### src/rtl/bcd_seg_scanner.sv
// bcd_seg_scanner: five-digit multiplexed seven-segment scanner.
// Snapshots the converter's BCD nibbles on a load strobe and applies them
// only at a frame boundary, so a frame never shows a mix of old and new digits.
// Segments {g,f,e,d,c,b,a} and digit enables are active-low. Nibble 15 is blank.
// Optional build macro LZB_EN enables leading-zero blanking on digits D5..D2.
module bcd_seg_scanner #(
    parameter int TICK_DIV = 50000
) (
    input  logic       clk,
    input  logic       rst_n,
    input  logic [3:0] D5,
    input  logic [3:0] D4,
    input  logic [3:0] D3,
    input  logic [3:0] D2,
    input  logic [3:0] D1,
    input  logic       load,
    output logic [4:0] an,
    output logic [6:0] seg,
    output logic       frame_done
);

    localparam int              PW        = $clog2(TICK_DIV);
    localparam logic [PW-1:0]   PCNT_MAX  = PW'(TICK_DIV - 1);
    localparam logic [2:0]      IDX_LAST  = 3'd4;
    localparam logic [19:0]     ALL_BLANK = 20'hFFFFF;

    // Active-low {g,f,e,d,c,b,a} pattern for one nibble.
    function automatic logic [6:0] seg_decode(input logic [3:0] v);
        logic [6:0] p;
        case (v)
            4'd0:    p = 7'h40;
            4'd1:    p = 7'h79;
            4'd2:    p = 7'h24;
            4'd3:    p = 7'h30;
            4'd4:    p = 7'h19;
            4'd5:    p = 7'h12;
            4'd6:    p = 7'h02;
            4'd7:    p = 7'h78;
            4'd8:    p = 7'h00;
            4'd9:    p = 7'h10;
            4'd15:   p = 7'h7F;
            default: p = 7'h3F;   // 10..14 shown as a dash
        endcase
        return p;
    endfunction

`ifdef LZB_EN
    // A zero at position k (k >= 1) is blanked when every higher digit is 0
    // or the blank code; position 0 always shows its value.
    function automatic logic lzb_blank(input logic [19:0] sh, input logic [2:0] k);
        logic       res;
        logic [3:0] dj;
        res = (k != 3'd0);
        for (int j = 0; j < 5; j++) begin
            dj = sh[j*4 +: 4];
            if (j == int'(k)) begin
                if (dj != 4'h0) res = 1'b0;
                else            res = res;
            end else if (j > int'(k)) begin
                if ((dj != 4'h0) && (dj != 4'hF)) res = 1'b0;
                else                              res = res;
            end else begin
                res = res;
            end
        end
        return res;
    endfunction
`endif

    logic [PW-1:0] pcnt_q,       pcnt_d;
    logic [2:0]    idx_q,        idx_d;
    logic          pending_q,    pending_d;
    logic [19:0]   staging_q,    staging_d;
    logic [19:0]   shadow_q,     shadow_d;
    logic [4:0]    an_q,         an_d;
    logic [6:0]    seg_q,        seg_d;
    logic          frame_done_q, frame_done_d;

    logic          tick_s;
    logic          boundary_s;
    logic [19:0]   din_s;
    logic [3:0]    digit_s;
    logic          blank_s;

    assign din_s = {D5, D4, D3, D2, D1};

    // Prescaler and digit index; a boundary is a tick that wraps idx to 0.
    always_comb begin
        tick_s = (pcnt_q == PCNT_MAX);
        if (tick_s) begin
            pcnt_d = '0;
            if (idx_q == IDX_LAST) idx_d = 3'd0;
            else                   idx_d = idx_q + 3'd1;
        end else begin
            pcnt_d = pcnt_q + PW'(1);
            idx_d  = idx_q;
        end
        boundary_s = tick_s && (idx_d == 3'd0);
    end

    // Staging capture on load; shadow only updates at frame boundaries.
    always_comb begin
        if (load) staging_d = din_s;
        else      staging_d = staging_q;

        // A load landing on a boundary goes straight to the shadow, so
        // nothing is left pending.
        if (boundary_s)  pending_d = 1'b0;
        else if (load)   pending_d = 1'b1;
        else             pending_d = pending_q;

        if (boundary_s && load)           shadow_d = din_s;
        else if (boundary_s && pending_q) shadow_d = staging_q;
        else                              shadow_d = shadow_q;
    end

    // Next digit enable and segment pattern, taken from the post-update shadow.
    always_comb begin
        case (idx_d)
            3'd0:    digit_s = shadow_d[3:0];
            3'd1:    digit_s = shadow_d[7:4];
            3'd2:    digit_s = shadow_d[11:8];
            3'd3:    digit_s = shadow_d[15:12];
            3'd4:    digit_s = shadow_d[19:16];
            default: digit_s = 4'hF;
        endcase
`ifdef LZB_EN
        blank_s = lzb_blank(shadow_d, idx_d);
`else
        blank_s = 1'b0;
`endif
        if (tick_s) begin
            an_d = ~(5'b00001 << idx_d);
            if (blank_s) seg_d = 7'h7F;
            else         seg_d = seg_decode(digit_s);
        end else begin
            an_d  = an_q;
            seg_d = seg_q;
        end
        frame_done_d = boundary_s;
    end

    // State and output registers.
    always_ff @(posedge clk or negedge rst_n) begin
        if (!rst_n) begin
            pcnt_q       <= '0;
            idx_q        <= IDX_LAST;
            pending_q    <= 1'b0;
            staging_q    <= ALL_BLANK;
            shadow_q     <= ALL_BLANK;
            an_q         <= 5'b11111;
            seg_q        <= 7'h7F;
            frame_done_q <= 1'b0;
        end else begin
            pcnt_q       <= pcnt_d;
            idx_q        <= idx_d;
            pending_q    <= pending_d;
            staging_q    <= staging_d;
            shadow_q     <= shadow_d;
            an_q         <= an_d;
            seg_q        <= seg_d;
            frame_done_q <= frame_done_d;
        end
    end

    assign an         = an_q;
    assign seg        = seg_q;
    assign frame_done = frame_done_q;

endmodule

### config.mk
export PLATFORM = sky130hd
export DESIGN_NAME = bcd_seg_scanner
export DESIGN_NICKNAME = d
export VERILOG_FILES = /design/src/rtl/bcd_seg_scanner.sv
export SDC_FILE = /design/constraint.sdc
export NUM_CORES = 1
export LEC_CHECK = 0
export ABC_AREA = 1
export CAP_MARGIN = 5
export CELL_PAD_IN_SITES_DETAIL_PLACEMENT = 0
export CELL_PAD_IN_SITES_GLOBAL_PLACEMENT = 1
export CORE_MARGIN = 2
export CORE_UTILIZATION = 30
export DETAILED_ROUTE_END_ITERATION = 16
export PLACE_DENSITY = 0.57
export SKIP_CTS_REPAIR_TIMING = 1
export SLEW_MARGIN = 20
export SYNTH_ARGS = -nofsm -noshare
export SYNTH_HDL_FRONTEND = slang
export SYNTH_SLANG_ARGS = --single-unit
export TNS_END_PERCENT = 30
### constraint.sdc
create_clock -name clk -period 8.6 [get_ports clk]
set_input_delay 0.86 -clock clk [delete_from_list [all_inputs] [get_ports clk]]
set_output_delay 0.86 -clock clk [all_outputs]
set_load 0.05 [all_outputs]
==> results_dict.tcl <==
set metrics [dict create \
    status "finished clean" \
    grtUsageTotal_pct 15.6 \
    die_y_um 120 \
    layoutNonFillerInstCount 719 \
    clock_path_buffers 2 \
    wl_um 9970 \
    timing.final.ws_setup_ps 4630 \
    syn_inst 503 \
    async_flop_share_pct 100 \
    drt_iter0_markers 162 \
    wire_per_inst_um 13.9 \
    hpwl_um 7140 \
    area_growth_pct 18.8 \
    leakagePower_uw 0.00221 \
    cp_slowest_cell "clkinv_1" \
    avgViaCountPerCell 4.53 \
    portBuffers 35 \
    start_util_pct 30.7 \
    cap_violations 0 \
    diodes 0 \
    path_clk_slew_ps 50 \
    fin_worst_skew_ps 8.57 \
    slew_violations 0 \
    path_max_fanout 34 \
    period_minus_slack_ps 3970 \
    yosys-top-cells-count "nand2_1, inv_1, dfstp_2, nor2_1, nand3_1" \
    synth_top_area_share_pct 34.3 \
    r2r.worst_path.cells 21 \
    synth.area.top_cells "dfstp_2, dfrtp_1, nand2_1" \
    postSynthAreaPerCell_sq_um 8.07 \
    slew_headroom_pct 34.1 \
    yosys_warnings 0 \
    clk_latency_ps 340 \
    cp.arrival_ps 4250 \
    synth_edf_count 0 \
    cts_htree_levels 3 \
    setup_viol 0 \
    rsz0062_at_grt "false" \
    hold_viol 0 \
    cp_slowest_stage_delay_ps 810 \
    critPathKind "in2reg" \
    antenna_found_initial 0 \
    ys_seq_area_share_pct 46.6 \
    die_w_um 120 \
    cts_buffers 9 \
    fmax_mhz 252 \
    n_fill_cell 1435 \
    final_core_util_pct 36.4 \
    yosys.cell_types.count 38 \
    ys_seq_elements 73 \
    place_congestion 0.769 \
    hp-class "reg2reg" \
    ant_nets 0 \
    synth_fp_nets 532 \
    fin_crit_sh_pct 46.2 \
    peakVddDrop_mv 0.101 \
    dp_slack_ps 4290 \
    syn_area_sq_um 4060 \
    placed_cells 704 \
    fin_nets 568 \
    rows 42 \
    critPathCaptureType "flip-flop" \
    root_buffer "clkbuf_16" \
    clkSinkCount 73 \
    grt_pass1_wl_um 17300 \
    drc 0 \
    hold_depth 1 \
    ys.flop_type "dfstp_2" \
    grt_pass1_vias 3389 \
    dieArea_sq_um 14500 \
    worstPathCellList "clkdlybuf4s50_1 -> clkinv_1 -> nor3_4 -> nand2_1 -> nand3_1 -> nand3_2 -> nor2_4 -> inv_1 -> ha_1 -> o21bai_1 -> nand2_1 -> nor2_1 -> nor2_1 -> nor2_1" \
    via_count 3260 \
    firstDrtPassIters 4 \
    synth_top_area_cell "dfstp_2" \
    num_io_pins 36 \
    grt-ovfl-total 0 \
    start_kind "input pin" \
    grt_max_degree 74 \
    worst_pin_slew_ps 988 \
    powerDensity_nw_per_um2 155 \
    cp.required_ps 8870 \
    cp_common_cell "nor2_1" \
    core_area_sq_um 13200 \
    cts_tree "yes" \
    synth.most_common_cell "nand2_1" \
    drive_gt1_share_pct 20.3 \
    setup-tns-final_ps 0 \
]
[layer usage]
metal  up-vias  part of all wire [%]  GRT usage, %
met4         0                   1.4          4.80
li1       1671                     -             -
met3        10                   3.3          4.72
met5         -                     0             0
met2        36                    48          25.9
met1      1543                    48          19.5
[path summary, 6_finish.rpt]
check	startpoint	end	slack, ps
worst min register to register	pcnt_q[0]	pcnt_q[0]	470
max in group asynchronous	rst_n	idx_q[0]	7190
worst max-delay path	load	seg[5]	4630
worst min-delay path	pcnt_q[0]	pcnt_q[0]	470
min in group asynchronous	rst_n	pcnt_q[11]	720
worst max register to register	pcnt_q[0]	seg[5]	5030
[layout by cell type (no fill, tap or decap), types with 3 or more instances in the layout]
cell               n
inv_2              4
nand2_1          126
nand4_1           11
nor2_1            49
nand3b_1           3
clkdlybuf4s50_1   34
dfstp_2           53
nor2_2             5
clkbuf_1           4
nand2_4            5
inv_1             63
nor2_4             3
nor2_8             3
ha_1               6
nor3_1             4
clkbuf_16          9
clkinv_2           3
nand3_1           46
a21oi_1           13
nand3_2            9
o21ai_0           26
nand2_2            8
dfrtp_1           20
and2_1            17
[state kept, by name, indices dropped and copies added (netlist names)]
signal	cells
shadow_q	20
staging_q	20
pcnt_q	16
seg	7
an	5
idx_q	3
frame_done	1
pending_q	1
[critical path: cells and delay by family]
kind,cells,cell delay [ps]
buffers and inverters,3,1610
AND/OR/NAND/NOR,9,1390
adder cells (fa/ha/maj),1,210
AO/OA/AOI/OAI,1,160
[metrics by stage]
step / hold slack [ps] / area (sq um) / total power (uW)
after floorplan: 433 / 4060 / 394
after global placement: 453 / 4560 / 417
after detailed placement: 464 / 4560 / 418
after CTS: 471 / 4820 / 765
after global routing: 493 / 4820 / 784
final: 467 / 4820 / 747
[power by group]
group	switching, uW	internal, uW	leakage [uW]
sequential	4.60	363	0.000816
clock	134	201	0.000127
combinational	26.1	18.1	0.00127
[layout make-up]
cell class                 instances  area, sq um  area share [%]
clock buffer                      14          254            5.27
clock inverter                     1         5.00           0.104
inverter                          71          269            5.58
multi-input combinational        347         1820            37.8
sequential                        73         1890            39.2
tap                              176          220            4.57
timing repair buffer              37          360            7.47
[logic make-up after synthesis]
logic type	share of synthesized area, %
buffers and inverters	8.48
AO/OA/AOI/OAI	5.89
flip-flops	46.6
adder cells (fa/ha/maj)	1.85
XOR/XNOR	0.432
AND/OR/NAND/NOR	36.7
Note: power is estimated with default switching activity, not from simulation.
